### config.mk
export PLATFORM = sky130hd
export DESIGN_NAME = aes_spi_initiator
export DESIGN_NICKNAME = d
export VERILOG_FILES = /design/src/rtl/aes_spi_pkg.sv /design/src/rtl/spi_sck_gen.sv /design/src/rtl/aes_spi_initiator.sv
export SDC_FILE = /design/constraint.sdc
export NUM_CORES = 1
export LEC_CHECK = 0
export ABC_AREA = 0
export BUFFER_PORTS_ARGS = -buffer_cell sky130_fd_sc_hd__buf_4
export CORE_MARGIN = 2
export CORE_UTILIZATION = 50
export DETAILED_ROUTE_END_ITERATION = 10
export GPL_TIMING_DRIVEN = 0
export PLACE_DENSITY = 0.81
export SYNTH_ARGS = -nofsm -noshare
export SYNTH_HDL_FRONTEND = slang
export SYNTH_SLANG_ARGS = --single-unit
### constraint.sdc
create_clock -name clk -period 2.4 [get_ports clk]
set_input_delay 0.12 -clock clk [delete_from_list [all_inputs] [get_ports clk]]
set_output_delay 0.12 -clock clk [all_outputs]
set_load 0.03 [all_outputs]
### src/rtl/aes_spi_pkg.sv
// Shared types and constants for the AES SPI initiator.
//   state_e     : initiator FSM states
//   TX_BITS     : bits shifted out per request (plaintext then key)
//   RX_BITS     : bits shifted in per request (ciphertext)
//   BLOCK_BITS  : AES block / key width
//   drives_load : states in which the peripheral load strobe is high
package aes_spi_pkg;

    localparam int TX_BITS    = 256;
    localparam int RX_BITS    = 128;
    localparam int BLOCK_BITS = 128;

    typedef enum logic [2:0] {
        IDLE,
        LOAD_SETUP,
        SHIFT_OUT,
        UNLOAD,
        WAIT_DONE,
        SHIFT_IN,
        FINISH
    } state_e;

    function automatic logic drives_load(input state_e s);
        return (s == LOAD_SETUP) || (s == SHIFT_OUT) || (s == UNLOAD);
    endfunction

endpackage

### src/rtl/spi_sck_gen.sv
// SPI clock generator, mode 0 (sck idles low).
// While en is high, sck toggles every CLK_DIV clk cycles, starting with a
// full low half-period. rise_stb / fall_stb are high in the clk cycle whose
// closing edge drives sck 0->1 / 1->0, so the FSM can act on that same edge.
// Ports:
//   clk, reset (async, active low)
//   en        : run the divider; low forces sck low and rearms the count
//   sck       : SPI clock
//   rise_stb  : next edge raises sck
//   fall_stb  : next edge lowers sck
module spi_sck_gen #(
    parameter int CLK_DIV = 4
) (
    input  logic clk,
    input  logic reset,
    input  logic en,
    output logic sck,
    output logic rise_stb,
    output logic fall_stb
);

    localparam int DIV_W = $clog2(CLK_DIV);
    localparam logic [DIV_W-1:0] HALF_LAST = DIV_W'(CLK_DIV - 1);

    logic [DIV_W-1:0] cnt_q, cnt_d;
    logic             sck_q, sck_d;

    always_comb begin
        cnt_d    = cnt_q;
        sck_d    = sck_q;
        rise_stb = 1'b0;
        fall_stb = 1'b0;
        if (!en) begin
            cnt_d = HALF_LAST;
            sck_d = 1'b0;
        end else if (cnt_q == '0) begin
            cnt_d    = HALF_LAST;
            sck_d    = ~sck_q;
            rise_stb = ~sck_q;
            fall_stb = sck_q;
        end else begin
            cnt_d = cnt_q - 1'b1;
        end
    end

    always_ff @(posedge clk or negedge reset) begin
        if (!reset) begin
            cnt_q <= '0;
            sck_q <= 1'b0;
        end else begin
            cnt_q <= cnt_d;
            sck_q <= sck_d;
        end
    end

    assign sck = sck_q;

endmodule

### src/rtl/aes_spi_initiator.sv
// SPI mode-0 initiator for the AES SPI peripheral.
// Sends {plaintext, key} MSB first with load high, drops load, waits for the
// peripheral's done, then reads back the 128-bit ciphertext.
// Optional: define AES_SPI_TIMEOUT_EN to add a WAIT_DONE watchdog that pulses
// err after TIMEOUT_CYCLES; without it err is tied low.
// Ports:
//   clk, reset (async, active low)
//   start, key, plaintext : request; inputs captured when start is accepted
//   sck, mosi, miso, load : SPI link to the peripheral
//   done_in               : peripheral done (asynchronous, synchronized here)
//   cyphertext, valid     : result and its one-cycle update pulse
//   busy, err             : request in flight / watchdog expiry pulse
//
// state      | meaning
// -----------+-----------------------------------------------------------
// IDLE       | waiting for start
// LOAD_SETUP | load high, first bit on mosi, CLK_DIV cycles before sck
// SHIFT_OUT  | 256 sck periods, mosi updated on each sck fall
// UNLOAD     | load held CLK_DIV cycles after the last fall
// WAIT_DONE  | sck idle, waiting for synchronized done
// SHIFT_IN   | 128 sck periods, miso sampled as sck rises
// FINISH     | publish result, pulse valid
module aes_spi_initiator #(
    parameter int CLK_DIV        = 4,
    parameter int TIMEOUT_CYCLES = 1048576
) (
    input  logic         clk,
    input  logic         reset,
    input  logic         start,
    input  logic [127:0] key,
    input  logic [127:0] plaintext,
    output logic         sck,
    output logic         mosi,
    input  logic         miso,
    output logic         load,
    input  logic         done_in,
    output logic [127:0] cyphertext,
    output logic         busy,
    output logic         valid,
    output logic         err
);

    import aes_spi_pkg::*;

    generate
        if (CLK_DIV < 2) begin : g_bad_clk_div
            $error("aes_spi_initiator: CLK_DIV must be at least 2");
        end
        if (TIMEOUT_CYCLES < 1) begin : g_bad_timeout
            $error("aes_spi_initiator: TIMEOUT_CYCLES must be at least 1");
        end
    endgenerate

    localparam int DIV_W = $clog2(CLK_DIV);
    localparam logic [DIV_W-1:0] HOLD_LAST = DIV_W'(CLK_DIV - 1);

    state_e                  state_q, state_d;
    logic [TX_BITS-1:0]      tx_sr_q, tx_sr_d;
    logic [RX_BITS-1:0]      rx_sr_q, rx_sr_d;
    logic [BLOCK_BITS-1:0]   ct_q, ct_d;
    logic [8:0]              bit_cnt_q, bit_cnt_d;
    logic [DIV_W-1:0]        hold_cnt_q, hold_cnt_d;
    logic [1:0]              sync_q;
    logic                    mosi_q, mosi_d;
    logic                    load_q, load_d;
    logic                    busy_q, busy_d;
    logic                    valid_q, valid_d;
    logic                    sck_en, rise_stb, fall_stb;
    logic                    done_sync;

`ifdef AES_SPI_TIMEOUT_EN
    logic [31:0]             wd_cnt_q, wd_cnt_d;
    logic                    err_q, err_d;
`endif

    assign done_sync = sync_q[1];
    assign sck_en    = (state_q == SHIFT_OUT) || (state_q == SHIFT_IN);

    spi_sck_gen #(
        .CLK_DIV (CLK_DIV)
    ) u_sck_gen (
        .clk      (clk),
        .reset    (reset),
        .en       (sck_en),
        .sck      (sck),
        .rise_stb (rise_stb),
        .fall_stb (fall_stb)
    );

    always_comb begin
        state_d    = state_q;
        tx_sr_d    = tx_sr_q;
        rx_sr_d    = rx_sr_q;
        ct_d       = ct_q;
        bit_cnt_d  = bit_cnt_q;
        hold_cnt_d = HOLD_LAST;
        busy_d     = busy_q;
        valid_d    = 1'b0;
`ifdef AES_SPI_TIMEOUT_EN
        wd_cnt_d   = '0;
        err_d      = 1'b0;
`endif
        case (state_q)
            IDLE: begin
                if (start) begin
                    tx_sr_d = {plaintext, key};
                    busy_d  = 1'b1;
                    state_d = LOAD_SETUP;
                end
            end
            LOAD_SETUP, UNLOAD: begin
                if (hold_cnt_q == '0) begin
                    state_d = (state_q == LOAD_SETUP) ? SHIFT_OUT : WAIT_DONE;
                end else begin
                    hold_cnt_d = hold_cnt_q - 1'b1;
                end
            end
            SHIFT_OUT: begin
                if (fall_stb) begin
                    tx_sr_d   = {tx_sr_q[TX_BITS-2:0], 1'b0};
                    bit_cnt_d = bit_cnt_q + 1'b1;
                    if (bit_cnt_q == 9'(TX_BITS - 1)) begin
                        state_d = UNLOAD;
                    end
                end
            end
            WAIT_DONE: begin
                if (done_sync) begin
                    state_d = SHIFT_IN;
                end
`ifdef AES_SPI_TIMEOUT_EN
                else begin
                    wd_cnt_d = wd_cnt_q + 1'b1;
                    if (wd_cnt_q == 32'(TIMEOUT_CYCLES - 1)) begin
                        err_d   = 1'b1;
                        busy_d  = 1'b0;
                        state_d = IDLE;
                    end
                end
`endif
            end
            SHIFT_IN: begin
                if (rise_stb) begin
                    rx_sr_d = {rx_sr_q[RX_BITS-2:0], miso};
                end
                if (fall_stb) begin
                    bit_cnt_d = bit_cnt_q + 1'b1;
                    if (bit_cnt_q == 9'(RX_BITS - 1)) begin
                        state_d = FINISH;
                    end
                end
            end
            FINISH: begin
                ct_d    = rx_sr_q;
                valid_d = 1'b1;
                busy_d  = 1'b0;
                state_d = IDLE;
            end
            default: begin
                state_d = IDLE;
            end
        endcase

        if (state_d != state_q) begin
            bit_cnt_d = '0;
        end

        // mosi follows the shift register MSB only while load is up, so the
        // line is already parked low when the peripheral sees load fall.
        load_d = drives_load(state_d);
        mosi_d = load_d ? tx_sr_d[TX_BITS-1] : 1'b0;
    end

    always_ff @(posedge clk or negedge reset) begin
        if (!reset) begin
            state_q    <= IDLE;
            tx_sr_q    <= '0;
            rx_sr_q    <= '0;
            ct_q       <= '0;
            bit_cnt_q  <= '0;
            hold_cnt_q <= '0;
            sync_q     <= '0;
            mosi_q     <= 1'b0;
            load_q     <= 1'b0;
            busy_q     <= 1'b0;
            valid_q    <= 1'b0;
        end else begin
            state_q    <= state_d;
            tx_sr_q    <= tx_sr_d;
            rx_sr_q    <= rx_sr_d;
            ct_q       <= ct_d;
            bit_cnt_q  <= bit_cnt_d;
            hold_cnt_q <= hold_cnt_d;
            sync_q     <= {sync_q[0], done_in};
            mosi_q     <= mosi_d;
            load_q     <= load_d;
            busy_q     <= busy_d;
            valid_q    <= valid_d;
        end
    end

`ifdef AES_SPI_TIMEOUT_EN
    always_ff @(posedge clk or negedge reset) begin
        if (!reset) begin
            wd_cnt_q <= '0;
            err_q    <= 1'b0;
        end else begin
            wd_cnt_q <= wd_cnt_d;
            err_q    <= err_d;
        end
    end

    assign err = err_q;
`else
    assign err = 1'b0;
`endif

    assign mosi       = mosi_q;
    assign load       = load_q;
    assign busy       = busy_q;
    assign valid      = valid_q;
    assign cyphertext = ct_q;

endmodule
After elaboration in Yosys (flattened, before gate mapping). Index checks and enable logic that the tools add are counted.

Bitwise operators: 1. Multiplexer cells: 29. Eq/ne operators: 15. Reduce and logical (&&, ||, !) cells: 16. Add/sub/neg operators: 3.

Operators with widths (count): two-way mux 256 bit (2); one-hot mux 256 bit (2 select lines) (1); two-way mux 9 bit (3); two-way mux 3 bit (8); one-hot mux 3 bit (5 select lines) (1); equality test 3 x 2 -> 1 bit, second input constant (4); adder 9 x 1 -> 9 bit, second input constant (1); equality test 3 bit, second input constant (3); equality test 9 x 7 -> 1 bit, second input constant (1); equality test 9 x 8 -> 1 bit, second input constant (1); two-way mux 1 bit (9); two-way mux 2 bit (4); nonzero test 2 bit (4); equality test 3 x 1 -> 1 bit, second input constant (2); != test 2 bit, second input constant (3); AND reduction 2 bit (3); logical NOT 2 bit (2); OR reduction 2 bit (2); subtractor 2 x 1 -> 2 bit, second input constant (2); logical NOT 3 bit (1); logical OR 1 bit (3); != test 3 bit (1); AND reduction 3 bit (1); one-hot mux 1 bit (2 select lines) (1); NOT 1 bit (1).

Logic and storage cells: 78. Input port bits: 261. Bits in registers: 535. Output and inout bits: 134.

Longest topological paths before layout.
Depth after elaboration: 9. Mapped depth: 8. Gate-level depth less buffers: 6.

By module. A second synthesis with hierarchy kept.

Cells, all modules: 2036. Area total of the unflattened synthesis: 21426.8 µm².

By module, submodules not included: aes_spi_initiator (seq. area each 13312.8 µm², times used 1, area each 21294.2 µm², cells an instance 2023); spi_sck_gen (seq. area each 75.1 µm², times used 1, area each 132.6 µm², cells an instance 13).

Least setup slack after synthesis. OpenSTA, ideal clock, no wires.

Kind: reg-to-reg. Start point: reg u_sck_gen.cnt_q[0]. End point: reg state_q[0]. Path buffers: 0. Path slack: 558 ps. Arrival time: 1716 ps. Stages on the path, launching flop included: 7. Cells stage by stage: dfrtp_1 > inv_1 > ha_1 > and3_1 > o21ai_1 > or4_4 > a221o_1.

Longest elaborated chain between the ends: 5. Elaborated cells on any way between the ends: 6. Those cells by class: mux (5); reduce/logical (1).

RTL lines: start: declaration (line spi_sck_gen.sv:25) `logic [DIV_W-1:0] cnt_q, cnt_d;`; start signal: assignment (line spi_sck_gen.sv:51) `cnt_q <= cnt_d;`; logical NOT 2 bit (*) (line spi_sck_gen.sv:36) `end else if (cnt_q == '0) begin`; two-way mux 1 bit (*) (line spi_sck_gen.sv:36); two-way mux 1 bit (*) (line spi_sck_gen.sv:33) `if (!en) begin`; two-way mux 3 bit, on equally long branches (line aes_spi_initiator.sv:146, aes_spi_initiator.sv:119); one-hot mux 3 bit (5 select lines) (*) (line aes_spi_initiator.sv:103) `case (state_q)`; via state_d[0] (line aes_spi_initiator.sv:57) `state_e state_q, state_d;`; end signal: assignment (line aes_spi_initiator.sv:188) `state_q <= state_d;`; end: declaration (line aes_spi_initiator.sv:57).

The timed path passes the listed nets; every way through them passes the cells marked *. A chain may end at the register's enable or synchronous reset.

Worst setup path in the final report.
Start point: reg state_q[0]. End point: reg tx_sr_q[35].

Longest elaborated chain between the ends: 5. Elaborated cells on any way between the ends: 10. Those cells by class: eq/ne (4); mux (2); reduce/logical (4).

RTL lines: equality test 3 x 2 -> 1 bit or equality test 3 bit (tied branches) (line aes_spi_initiator.sv:77, aes_spi_initiator.sv:103); logical OR 1 bit (line aes_spi_initiator.sv:77) `assign sck_en = (state_q == SHIFT_OUT) || (state_q == SHIFT_IN);`; two-way mux 1 bit (line spi_sck_gen.sv:33); != test 2 bit (no line); AND reduction 3 bit (no line); end signal: assignment (line aes_spi_initiator.sv:189) `tx_sr_q <= tx_sr_d;`; end: declaration (line aes_spi_initiator.sv:58) `logic [TX_BITS-1:0] tx_sr_q, tx_sr_d;`.

Parallel ways exist; a longest one is shown, timed or not.

==> flow_summary.yaml <==
worst_setup_path:
  path_delay_family: "buffers and inverters"
  path_cells: "buf_4, nor4b_4, clkbuf_2, clkbuf_1, a22oi_1, nand2_1"
  critical_path_rt_ps: 2920
  crit_cells: 6
  crit_path_start_kind: "flop"
  ff2ff_path_depth: 6
  cp.buffers_inverters: 3
  critical_path.endpoint_type: "flop"
  critical-path-max-stage-delay_ps: 470
  critical_path_peak_fanout: 10
  worst-setup-path-type: "flop to flop"
  worst_ep_arrival_time_ps: 2830
  slowest_stage: "sky130_fd_sc_hd__clkbuf_1"
die:
  die_width_um: 211
  die-area_um2: 44600
  row_count: 75
  ios: 395
  die_span_in_y_um: 211
  initial_utilization: 0.509
  standard_cell_core_area_um2: 42100
timing:
  maxSlewViolCount: 0
  maxClockFrequency_mhz: 433
  finalSetupViolCount: 0
  post-route-min-period_ps: 2310
  final.period_utilization: 0.963
  hold_ws_ps: 39.5
  clock-skew-final_ps: 29.6
  worst_slew_pin_slew_ps: 755
  maxSlewHeadroom: 0.497
  rsz0062_at_grt: "true"
  timing.final.hold_violations: 0
clocking:
  clk_pin_slew_worst_paths_ps: 60
  tritoncts_clock_tree: "done"
  cts-htree-levels: 2
  ctsRootBufferMaster: "sky130_fd_sc_hd__clkbuf_16"
  clk_path_buf_depth: 3
  tritoncts_num_sinks: 535
  clock_insertion_delay_worst_skew_ps: 610
  tritoncts_buffer_count: 54
logic_synthesis:
  area_leader_netlist: "sky130_fd_sc_hd__dfrtp_1"
  synthFlopType: "sky130_fd_sc_hd__dfrtp_1"
  synth-edff-count: 0
  seq_area_frac_synth: 0.624
  netlist-cell-type-count: 55
  yosys.cell_count.top_type: "sky130_fd_sc_hd__nand2_1"
  synth_common_cells: "sky130_fd_sc_hd__nand2_1 (900), sky130_fd_sc_hd__dfrtp_1 (535), sky130_fd_sc_hd__a22oi_1 (254)"
  synthDominantCellAreaShare: 0.624
  async_set_reset_flop_share_out_of_synthesis: 1.00
  mappedNetlistArea_um2: 21400
  ys_top_cells_by_area: "sky130_fd_sc_hd__dfrtp_1 (62%), sky130_fd_sc_hd__nand2_1 (16%), sky130_fd_sc_hd__a22oi_1 (8.9%), sky130_fd_sc_hd__mux2_2 (6.6%), sky130_fd_sc_hd__clkbuf_1 (1.1%)"
  ys_warn_count: 0
  synthCells: 2032
  mapped_nets: 2297
  ys_ff_latch: 535
  avgSynthCellArea_um2: 10.6
layout:
  nets: 3010
  syn_to_final_growth_pct: 38.7
  final_core_utilization: 0.706
  drive_gt1_frac: 0.254
detailed_routing:
  drtAntennaViolNets: 0
  wire_per_inst_um: 19.9
  viasPerCell: 5.67
  detailedRoute.firstPassIterationCount: 6
  wl_mm: 66.4
  initialDrtViolationCount: 2119
  drc: 0
  dr_vias: 18900
pwr:
  pwr_density_cell_nw_per_um2: 657
  power_leakage_nw: 15.9
  vdd_ir_drop_max_v: 0.000726
  post-layout-total-power_mw: 19.5
worst_hold_path:
  hold_path_class: "input port to async pin"
placement:
  io_buffer_count: 393
  half_perimeter_wire_length_after_placement_mm: 37.2
  gp_routability_congestion: 0.832
global_routing:
  grt.overflow.total: 0
  grt_pass1_vias: 20100
  number_of_antenna_violations_at_the_first_check_in_global_routing: 6
  grt_start_max_net_pins: 129
  grt_pass1_wl_mm: 105
  grt_total_usage: 0.299
flow_run:
  max_cap_viol_count: 0
run_status:
  run_status: "finished clean"
## path summary, 6_finish.rpt
path	from	to	slack, ps
min in group clk	done_in	sync_q[0]	270
max in group asynchronous	reset	tx_sr_q[184]	820
max reg2reg	state_q[0]	tx_sr_q[35]	90
min	reset	rx_sr_q[96]	40
min reg2reg	sync_q[0]	sync_q[1]	360
max	state_q[0]	tx_sr_q[35]	90
## repair_timing
action                                 4_1_cts  5_1_grt
setup endpoints to repair                  342      100
buffers inserted                             0        0
gates resized for setup                      6       26
hold buffers                               260        0
endpoints found under the hold margin      546        0
## per-stage QoR
step	TNS, ps	cell area, µm²	worst slack [ps]	instances
floorplan	0	21400	558	2032
global placement	-2171900	25100	-4130	2964
detailed placement	-6270	25200	-142	2968
CTS	0	29700	44.1	3327
global route	0	29700	6.49	3330
finish	0	29700	88.5	3336
## report_power, final
part           internal, mW  switching, mW  total (mW)
logic                 0.650          0.540        1.19
clock network          5.35           3.61        8.96
registers              9.24          0.155        9.39
## routing by layer
layer	wire length (µm)	vias up	track usage
met1	23800	9208	0.338
li1	-	8224	-
met3	6410	348	0.0966
met4	3820	0	0.171
met5	0	-	0
met2	32400	1143	0.498
## sequential cells by signal, indices dropped and copies added, names as in the netlist
register         flops
tx_sr_q            256
cyphertext         128
rx_sr_q            128
bit_cnt_q            9
state_q              3
hold_cnt_q           2
sync_q               2
u_sck_gen.cnt_q      2
busy                 1
load                 1
mosi                 1
u_sck_gen.sck        1
valid                1
## area by class of cell
class                           count  area, µm²
Timing Repair Buffer              657       5670
Buffer                            132        718
Clock buffer                       82       1640
Multi-Input combinational cell   1355       7350
Tap cell                          539        674
Inverter                           10       37.5
Clock inverter                     17        244
Antenna cell                        9       22.5
Sequential cell                   535      13400
Fill cell                        2669      12400
## cell families after synthesis
| family | Yosys count | share of synthesized area |
|---|---|---|
| AOI/OAI and AO/OA | 277 | 0.0980 |
| xor gates and xnor gates | 8 | 0.00327 |
| adders and majority gates | 4 | 0.00233 |
| buffers and inverters | 142 | 0.0343 |
| DFF | 535 | 0.624 |
| muxes | 129 | 0.0677 |
| other | 1 | 0.000175 |
| and+or+nand+nor | 936 | 0.170 |
## cell usage in the layout (no fill, tap or decap), types with 2 or more instances in the layout
master                          count
sky130_fd_sc_hd__diode_2            9
sky130_fd_sc_hd__nand2_1          900
sky130_fd_sc_hd__nand3_1            3
sky130_fd_sc_hd__buf_16             4
sky130_fd_sc_hd__dlygate4sd3_1    260
sky130_fd_sc_hd__clkinvlp_4         2
sky130_fd_sc_hd__xnor2_1            7
sky130_fd_sc_hd__buf_2             36
sky130_fd_sc_hd__clkbuf_1          58
sky130_fd_sc_hd__clkbuf_8          12
sky130_fd_sc_hd__buf_4            414
sky130_fd_sc_hd__ha_1               4
sky130_fd_sc_hd__mux2_1             2
sky130_fd_sc_hd__nor3b_2            2
sky130_fd_sc_hd__nor4b_4            2
sky130_fd_sc_hd__clkbuf_16         57
sky130_fd_sc_hd__buf_6             10
sky130_fd_sc_hd__bufinv_16          6
sky130_fd_sc_hd__clkinv_2           8
sky130_fd_sc_hd__clkbuf_2          16
sky130_fd_sc_hd__a22oi_1          254
sky130_fd_sc_hd__a211oi_1           3
sky130_fd_sc_hd__mux2_2           126
sky130_fd_sc_hd__a21oi_1            2
sky130_fd_sc_hd__nor3_1             6
sky130_fd_sc_hd__o21ai_0            2
sky130_fd_sc_hd__dfrtp_1          535
sky130_fd_sc_hd__buf_1              3
sky130_fd_sc_hd__inv_1             10
sky130_fd_sc_hd__nor2_1             9
No activity file was read; power rests on OpenSTA's default activity.
